`src/rtl/board_io_pkg.sv`:
```
// Shared register map, status bit positions and seven-segment table for the
// board I/O Wishbone slave.
package board_io_pkg;

  typedef enum logic [2:0] {
    REG_HEXVAL = 3'd0,
    REG_HEXCTL = 3'd1,
    REG_LEDR   = 3'd2,
    REG_INPUT  = 3'd3,
    REG_TCOUNT = 3'd4,
    REG_TCMP   = 3'd5,
    REG_ISTAT  = 3'd6,
    REG_IEN    = 3'd7
  } reg_sel_e;

  localparam int ISTAT_TMR = 0;
  localparam int ISTAT_KEY = 1;
  localparam int HEXCTL_EN = 6;

  localparam logic [31:0] TCMP_RST = 32'hFFFF_FFFF;

  // Active-low segments, bit0 = a .. bit6 = g.
  localparam logic [6:0] SEG_TABLE [16] = '{
    7'h40, 7'h79, 7'h24, 7'h30, 7'h19, 7'h12, 7'h02, 7'h78,
    7'h00, 7'h10, 7'h08, 7'h03, 7'h46, 7'h21, 7'h06, 7'h0E
  };

  function automatic logic [31:0] lane_mask(input logic [3:0] sel);
    return {{8{sel[3]}}, {8{sel[2]}}, {8{sel[1]}}, {8{sel[0]}}};
  endfunction

endpackage

```
`src/rtl/hex7seg_dec.sv`:
```
// One hex digit to active-low seven-segment pattern, with a blank override.
module hex7seg_dec
  import board_io_pkg::*;
(
  input  logic [3:0] i_val,
  input  logic       i_blank,
  output logic [6:0] o_seg
);

  assign o_seg = i_blank ? 7'h7F : SEG_TABLE[i_val];

endmodule

```
`src/rtl/wb_board_io.sv`:
```
// Wishbone classic slave for board switches, keys, LEDs, six hex digits and
// a free-running timer with compare interrupt.
module wb_board_io
  import board_io_pkg::*;
#(
  parameter int DEBOUNCE_TICKS = 10000
) (
  input  logic        clk,
  input  logic        reset,
  input  logic [4:0]  wb_adr_i,
  input  logic [31:0] wb_dat_i,
  input  logic [3:0]  wb_sel_i,
  input  logic        wb_we_i,
  input  logic        wb_cyc_i,
  input  logic        wb_stb_i,
  output logic [31:0] wb_dat_o,
  output logic        wb_ack_o,
  input  logic [9:0]  sw_i,
  input  logic [3:0]  key_i,
  output logic [6:0]  hex0_o,
  output logic [6:0]  hex1_o,
  output logic [6:0]  hex2_o,
  output logic [6:0]  hex3_o,
  output logic [6:0]  hex4_o,
  output logic [6:0]  hex5_o,
  output logic [9:0]  ledr_o,
  output logic        irq_o
);

  localparam int TW = (DEBOUNCE_TICKS > 1) ? $clog2(DEBOUNCE_TICKS) : 1;

  logic        r_ack;
  logic [31:0] r_dat;
  logic [23:0] r_hexval;
  logic [6:0]  r_hexctl;
  logic [9:0]  r_ledr;
  logic [31:0] r_tcount;
  logic [31:0] r_tcmp;
  logic [1:0]  r_istat;
  logic [1:0]  r_ien;
  logic        r_irq;
  logic [13:0] r_sync1, r_sync2, r_samp, r_deb;
  logic [TW-1:0] r_tick_cnt;

  logic        w_req, w_wr, w_tick, w_key_rise, w_tcount_clr;
  reg_sel_e    w_reg;
  logic [31:0] w_mask, w_rdata;
  logic [13:0] w_stable;
  logic [1:0]  w_istat_set, w_istat_clr;
  logic [5:0]  w_blank;
  logic [6:0]  w_seg [6];
  logic        w_unused;

  assign w_unused = ^wb_adr_i[1:0];
  assign w_req    = wb_cyc_i & wb_stb_i & ~r_ack;
  assign w_wr     = w_req & wb_we_i;
  assign w_reg    = reg_sel_e'(wb_adr_i[4:2]);
  assign w_mask   = lane_mask(wb_sel_i);

  always_ff @(posedge clk) begin
    if (reset) begin
      r_hexval <= '0;
      r_hexctl <= '0;
      r_ledr   <= '0;
      r_tcmp   <= TCMP_RST;
      r_ien    <= '0;
    end else if (w_wr) begin
      case (w_reg)
        REG_HEXVAL: r_hexval <= (r_hexval & ~w_mask[23:0]) | (wb_dat_i[23:0] & w_mask[23:0]);
        REG_HEXCTL: r_hexctl <= (r_hexctl & ~w_mask[6:0]) | (wb_dat_i[6:0] & w_mask[6:0]);
        REG_LEDR:   r_ledr   <= (r_ledr & ~w_mask[9:0]) | (wb_dat_i[9:0] & w_mask[9:0]);
        REG_TCMP:   r_tcmp   <= (r_tcmp & ~w_mask) | (wb_dat_i & w_mask);
        REG_IEN:    r_ien    <= (r_ien & ~w_mask[1:0]) | (wb_dat_i[1:0] & w_mask[1:0]);
        default: ;
      endcase
    end
  end

  assign w_tcount_clr = w_wr && (w_reg == REG_TCOUNT) && (|wb_sel_i);

  always_ff @(posedge clk) begin
    if (reset || w_tcount_clr) r_tcount <= '0;
    else                       r_tcount <= r_tcount + 32'd1;
  end

  // Debounce sample tick: down-counter reloading on terminal count.
  assign w_tick = (r_tick_cnt == '0);

  always_ff @(posedge clk) begin
    if (reset)       r_tick_cnt <= '0;
    else if (w_tick) r_tick_cnt <= TW'(DEBOUNCE_TICKS - 1);
    else             r_tick_cnt <= r_tick_cnt - 1'b1;
  end

  // Keys are inverted on entry so every synchronised bit is "active = 1".
  assign w_stable = ~(r_sync2 ^ r_samp);

  always_ff @(posedge clk) begin
    if (reset) begin
      r_sync1 <= '0;
      r_sync2 <= '0;
      r_samp  <= '0;
      r_deb   <= '0;
    end else begin
      r_sync1 <= {~key_i, sw_i};
      r_sync2 <= r_sync1;
      if (w_tick) begin
        r_samp <= r_sync2;
        r_deb  <= (r_deb & ~w_stable) | (r_sync2 & w_stable);
      end
    end
  end

  assign w_key_rise = w_tick & (|(r_sync2[13:10] & w_stable[13:10] & ~r_deb[13:10]));

  always_comb begin
    w_istat_set = '0;
    w_istat_set[ISTAT_TMR] = (r_tcount == r_tcmp);
    w_istat_set[ISTAT_KEY] = w_key_rise;
  end

  assign w_istat_clr = (w_wr && (w_reg == REG_ISTAT)) ? (wb_dat_i[1:0] & w_mask[1:0]) : 2'b00;

  // Set is OR'd in after the clear so a coincident event is never lost.
  always_ff @(posedge clk) begin
    if (reset) begin
      r_istat <= '0;
      r_irq   <= 1'b0;
    end else begin
      r_istat <= (r_istat & ~w_istat_clr) | w_istat_set;
      r_irq   <= |(r_istat & r_ien);
    end
  end

  always_comb begin
    w_rdata = '0;
    case (w_reg)
      REG_HEXVAL: w_rdata[23:0] = r_hexval;
      REG_HEXCTL: w_rdata[6:0]  = r_hexctl;
      REG_LEDR:   w_rdata[9:0]  = r_ledr;
      REG_INPUT:  w_rdata[13:0] = r_deb;
      REG_TCOUNT: w_rdata       = r_tcount;
      REG_TCMP:   w_rdata       = r_tcmp;
      REG_ISTAT:  w_rdata[1:0]  = r_istat;
      REG_IEN:    w_rdata[1:0]  = r_ien;
      default:    w_rdata       = '0;
    endcase
  end

  always_ff @(posedge clk) begin
    if (reset) begin
      r_ack <= 1'b0;
      r_dat <= '0;
    end else begin
      r_ack <= w_req;
      r_dat <= (w_req && !wb_we_i) ? w_rdata : '0;
    end
  end

  // Reset masks an ack already in flight so the master sees no completion.
  assign wb_ack_o = r_ack & ~reset;
  assign wb_dat_o = reset ? '0 : r_dat;
  assign irq_o    = r_irq;
  assign ledr_o   = r_ledr;

  assign w_blank = ~{6{r_hexctl[HEXCTL_EN]}} | r_hexctl[5:0];

  for (genvar g = 0; g < 6; g++) begin : g_dec
    hex7seg_dec u_dec (
      .i_val  (r_hexval[4*g +: 4]),
      .i_blank(w_blank[g]),
      .o_seg  (w_seg[g])
    );
  end

  assign hex0_o = w_seg[0];
  assign hex1_o = w_seg[1];
  assign hex2_o = w_seg[2];
  assign hex3_o = w_seg[3];
  assign hex4_o = w_seg[4];
  assign hex5_o = w_seg[5];

endmodule

```
`config.mk`:
```
export PLATFORM = sky130hd
export DESIGN_NAME = wb_board_io
export DESIGN_NICKNAME = d
export VERILOG_FILES = /design/src/rtl/board_io_pkg.sv /design/src/rtl/hex7seg_dec.sv /design/src/rtl/wb_board_io.sv
export SDC_FILE = /design/constraint.sdc
export NUM_CORES = 1
export LEC_CHECK = 0
export BUFFER_PORTS_ARGS = -buffer_cell sky130_fd_sc_hd__buf_2
export CAP_MARGIN = 20
export CORE_AREA = 2 2 169 171
export DETAILED_ROUTE_END_ITERATION = 7
export DIE_AREA = 0 0 171 173
export SETUP_SLACK_MARGIN = 0.4
export SLEW_MARGIN = 20
export SYNTH_ARGS = -nofsm -noshare
export SYNTH_HDL_FRONTEND = slang
export SYNTH_HIERARCHICAL = 1
export SYNTH_SLANG_ARGS = --single-unit
export TNS_END_PERCENT = 5
```
`constraint.sdc`:
```
create_clock -name clk -period 1.6 [get_ports clk]
set_input_delay 0.16 -clock clk [delete_from_list [all_inputs] [get_ports clk]]
set_output_delay 0.16 -clock clk [all_outputs]
set_load 0.01 [all_outputs]
```
=== Word level (Yosys, flattened, before mapping) ===
Memory sizes are Yosys's and may differ from the RTL's.
Index checks and enable logic that the tools add are counted.

* Add/sub/neg operators: 2
* Magnitude comparators: 6
* Equal/unequal tests: 8
* Mux-type cells: 27
* Bitwise logic cells: 50
* Reductions and logical operators: 18

{| class="wikitable"
|+ Operators with widths
! cell !! count
|-
| $mux W7 || 18
|-
| $and A32 B32 Y32 || 2
|-
| $and A24 B24 Y24 || 2
|-
| $add A32 B1 Y32 const B || 1
|-
| $eq A32 B32 Y1 || 1
|-
| $mux W32 || 1
|-
| $not A32 Y32 || 1
|-
| $or A32 B32 Y32 || 1
|-
| $ge A5 B5 Y1 const B || 6
|-
| $not A4 Y5 || 6
|-
| $pmux W10 S3 || 1
|-
| $pmux W5 S6 || 1
|-
| $and A14 B14 Y14 || 2
|-
| $not A14 Y14 || 2
|-
| $not A24 Y24 || 1
|-
| $or A24 B24 Y24 || 1
|-
| $and A10 B10 Y10 || 2
|-
| $pmux W2 S8 || 1
|-
| $pmux W4 S4 || 1
|-
| $pmux W8 S2 || 1
|-
| $pmux W3 S5 || 1
|-
| $and A7 B7 Y7 || 2
|-
| $logic_not A14 Y1 || 1
|-
| $mux W14 || 1
|-
| 27 further kinds || 54
|}

* Register bits after elaboration: 213
* ROM bits: 672
* Bits of input ports: 60
* Output and inout bits: 86
* Memories kept: 6

{| class="wikitable"
|+ Memories
! memory !! words !! width !! rd ports !! clocked after memory_dff !! write ports !! RTL line !! RTL
|-
| (no name shown) || 16 || 7 || 1 || 0 || 0 || hex7seg_dec.sv:10 || <nowiki>assign o_seg = i_blank ? 7'h7F : SEG_TABLE[i_val];</nowiki>
|-
| (no name shown) || 16 || 7 || 1 || 0 || 0 || hex7seg_dec.sv:10 ||
|-
| (no name shown) || 16 || 7 || 1 || 0 || 0 || hex7seg_dec.sv:10 ||
|-
| (no name shown) || 16 || 7 || 1 || 0 || 0 || hex7seg_dec.sv:10 ||
|-
| (no name shown) || 16 || 7 || 1 || 0 || 0 || hex7seg_dec.sv:10 ||
|-
| (no name shown) || 16 || 7 || 1 || 0 || 0 || hex7seg_dec.sv:10 ||
|}

=== Logic depth before layout (Yosys ltp) ===
* Depth in word-level cells: 8
* Gate-level depth with buffers: 8
* Gate-level depth less buffers: 7

=== Cells and area by module ===
Netlist, hierarchy kept.

{| class="wikitable"
|+ By module, submodules not included
! module !! instances !! cells each !! area an instance (um2) !! sequential area each (um2)
|-
| wb_board_io || 1 || 1060 || 9197.6 || 4264.1
|-
| hex7seg_dec (g_dec[1].u_dec ...) || 3 || 36 || 294.0 || 0.0
|-
| hex7seg_dec (g_dec[4].u_dec ...) || 2 || 35 || 299.0 || 0.0
|-
| hex7seg_dec (g_dec[0].u_dec) || 1 || 39 || 274.0 || 0.0
|}

=== Worst setup path after synthesis ===
No wires, ideal clock.

* Kind: register to register
* Start point: register r_tick_cnt[0]
* End point: register r_tick_cnt[8]
* Arrival time: 1.570 ns
* Data required time: 1.472 ns
* Path slack: -0.097 ns
* Cell stages (with the launch flop): 7
* Clock period less this slack: 1.697 ns
* Cells stage by stage: dfxtp_1 -> inv_1 -> ha_1 -> or4b_4 -> o41a_1 -> nor3_1 -> nor2_1

* Cells in the longest elaborated chain, start to end: 2

{| class="wikitable"
|+ RTL lines
! item !! RTL line !! RTL
|-
| from (decl) || wb_board_io.sv:43 || <nowiki>logic [TW-1:0] r_tick_cnt;</nowiki>
|-
| from (signal assigned) || wb_board_io.sv:91 || <nowiki>else if (w_tick) r_tick_cnt <= TW'(DEBOUNCE_TICKS - 1);</nowiki>
|-
| from (signal assigned) || wb_board_io.sv:92 || <nowiki>else r_tick_cnt <= r_tick_cnt - 1'b1;</nowiki>
|-
| $sub A14 B1 Y14 / $logic_not A14 Y1 (equally long branches) || wb_board_io.sv:92, wb_board_io.sv:87 ||
|-
| $mux W14 * || wb_board_io.sv:91 ||
|}

Every way passes the cells marked *; elsewhere a longest branch is shown, timed or not.
A chain may end at the register's enable or synchronous reset.

==> flow_summary.json <==
{
  "status": "complete, but fails checks",
  "violations": "setup timing",
  "die_h_um": 173,
  "multiInputGateArea_mm2": 0.00784,
  "finalNetCount": 1684,
  "antenna_found_initial": 2,
  "clock-sinks": 213,
  "dieArea_mm2": 0.0296,
  "clk_pin_slew_ns": 0.06,
  "core-area_mm2": 0.0276,
  "yosysTopAreaCell": "dfxtp_1",
  "port-buffer-count": 143,
  "n_antenna_cell": 0,
  "cp.arrival_ns": 1.86,
  "seq_area_frac_synth_pct": 38.9,
  "cts_max_path_buffers": 3,
  "p_leak_nw": 6.49,
  "drt_wl_total_mm": 33.4,
  "slowest_stage": "dfxtp_4",
  "hpwl_mm": 22.7,
  "num_rows": 61,
  "drv_slew": 0,
  "async_flop_share_pct": 0,
  "pre_cts_ws_ns": -0.0455,
  "htree_levels": 1,
  "grt_pass1_wl_mm": 52.5,
  "synth_common_cells": "dfxtp_1, nand2_1, nor2_1, mux2i_1, a21oi_1",
  "syn-num-nets": 1390,
  "min_path_type": "primary input to register",
  "synth_area_mm2": 0.0110,
  "max_freq_mhz": 495,
  "rr_startpoint": "r_tick_cnt[1]",
  "netlist_instances": 1277,
  "cpPeakStageDelay_ns": 0.38,
  "clkLatencyLatePin_ns": 0.51,
  "maxCapViolCount": 0,
  "hold_viol": 0,
  "vias": 10200,
  "power.density_mw_per_mm2": 814,
  "worst_ir_drop_vdd_v": 0.000620,
  "reg2reg_depth": 6,
  "io_pins": 146,
  "crit_chain": "inv_8 -> buf_12 -> ha_4 -> mux2_4 -> a211o_1 -> buf_2",
  "tritoncts": "built",
  "cts_root_buf": "clkbuf_16",
  "grt_pass1_vias": 10000,
  "dr.first_iter.drc_count": 674,
  "critPathKind": "register to output port",
  "ys_warn_count": 6,
  "overflow": 0,
  "path_max_fanout": 3,
  "seq_area_mm2": 0.00438,
  "stdcell_count": 1959,
  "start_util_pct": 39.6,
  "wl_per_cell_um": 17.1,
  "ys_types": 65,
  "clock_skew_ns": 0.00679,
  "cp.depth": 6,
  "grtUsageTotal_pct": 21.8,
  "finalWorstSetupSlack_ns": -0.419,
  "synth-main-ff-cell": "dfxtp_1",
  "r2r-end": "r_tick_cnt[8]",
  "yosysMostFrequentCell": "dfxtp_1",
  "viasPerCell": 5.21,
  "min_from": "wb_dat_i[0]",
  "drive_gt1_share_pct": 43.1,
  "critPathLaunchType": "register",
  "avgSynthCellArea_um2": 8.58,
  "synthToLayoutAreaGrowth_pct": 49.4,
  "cp_num_buf_inv": 3,
  "r2r_slack_ns": -0.04,
  "finalSetupViolCount": 47,
  "grt_setup_unrepaired": "yes",
  "min_path_cells": 3,
  "cts_inserted_buffers": 22,
  "die_x_um": 171,
  "period_minus_slack_ns": 2.02,
  "nFillCells": 2335,
  "endpoint_kind": "output port",
  "dp.cells": 1852,
  "synth.top_cell.area_share_pct": 38.9,
  "crit_required_ns": 1.44,
  "gp_congestion": 0.856,
  "drc_errors": 0,
  "worstMarginPinSlew_ns": 0.568,
  "dr.pass1.iters": 5,
  "fin_crit_sh_pct": 126,
  "synthTopCellsByArea": "dfxtp_1, mux2i_1, ha_1, nand2_1, nor2_1",
  "grt_start_max_net_pins": 46,
  "ant_nets": 0,
  "synth-seq-cells": 213,
  "max_slew_margin_pct": 61.7,
  "crit_family": "flip-flops",
  "synth_edf_count": 0
}
[cell type report]
cell class / count / area share (%)
sequential: 213 / 26.8
clock buffer: 28 / 3.88
timing repair buffer: 346 / 16.7
tap: 378 / 2.89
clock inverter: 6 / 0.658
inverter: 42 / 1.21
multi-input combinational: 946 / 47.9
[power by group]
group | switching [W] | internal, W
clock | 0.00207 | 0.00326
combinational | 0.00118 | 0.00108
sequential | 0.000213 | 0.00551
total | 0.00346 | 0.00985
[layer usage]
metal,global-route usage (%),up-vias,part of all wire [%]
li1,-,4980,-
met1,29.9,4920,45
met2,36.2,258,48
met3,2.95,43,4.6
met4,5.05,2,1.6
met5,0,-,0.039
[cells by family (layout without fill, tap and decap cells)]
kind of cell    after synthesis  count (layout)  synth area share (%)
compound gates              200             200                  11.8
xor+xnor                     69              69                  5.52
fa+ha+maj                    53              53                  6.06
buf+inv                     118             422                  4.98
flops                       213             213                  38.9
mux                          95              95                  8.93
simple gates                529             529                  23.8
[cell usage in the layout, fill, tap and decap left out, drive strengths merged, types with 4 or more instances in the layout]
cell type / n
dlygate4sd3: 43
nor2b: 67
nor2: 135
o21ai: 36
inv: 42
nor4: 12
and2: 7
and3: 12
a31oi: 5
nand2: 161
o221ai: 5
nand4: 16
buf: 302
mux2i: 82
a211o: 8
nand3: 40
nor3: 35
ha: 53
a221o: 4
xor2: 13
a21o: 10
a32oi: 10
or2: 6
and4: 7
nand2b: 17
dfxtp: 213
a311o: 6
xnor2: 56
o22ai: 6
a221oi: 5
mux2: 12
a22oi: 18
clkbuf: 29
a21oi: 72
nand3b: 6
[worst min-delay path: cells and delay by family]
family | cells | cell delay [ns]
and+or+nand+nor | 1 | 0.06
buffers and inverters | 1 | 0.19
AOI/OAI and AO/OA | 1 | 0.07
[worst max-delay path by stage]
stage,start,to
CTS,register,hex3_o[1]
floorplan,r_tick_cnt[1],r_tick_cnt[8]
global route,register,hex3_o[3]
finish,register,hex2_o[5]
detailed placement,r_tcount[23],r_istat[0]
global placement,r_tcount[23],r_istat[0]
[stage by stage]
step | TNS [ns] | hold WS, ns | total power, W | area [µm²] | util (%)
6_report | -11.85 | 0.0154 | 0.0133 | 16400 | 59.2
5_1_grt | -15.58 | 0.0245 | 0.0139 | 16400 | 59.2
4_1_cts | -12.04 | 0.00256 | 0.0133 | 15800 | 57.1
3_5_place_dp | -1.10 | 0.314 | 0.00761 | 12900 | 46.8
3_3_place_gp | -0.174 | 0.310 | 0.00759 | 12900 | 46.8
2_1_floorplan | -0.0613 | 0.227 | 0.00692 | 11000 | -
[repair_timing]
action                                  CTS  global route
hold endpoints to repair                 58             0
setup buffers                            26             4
pin swaps                               206           139
hold buffers                             43             0
resized for setup                       392           135
gates cloned                              0             0
endpoints found under the setup margin  262           264
Power figures use the tool's default switching activity.
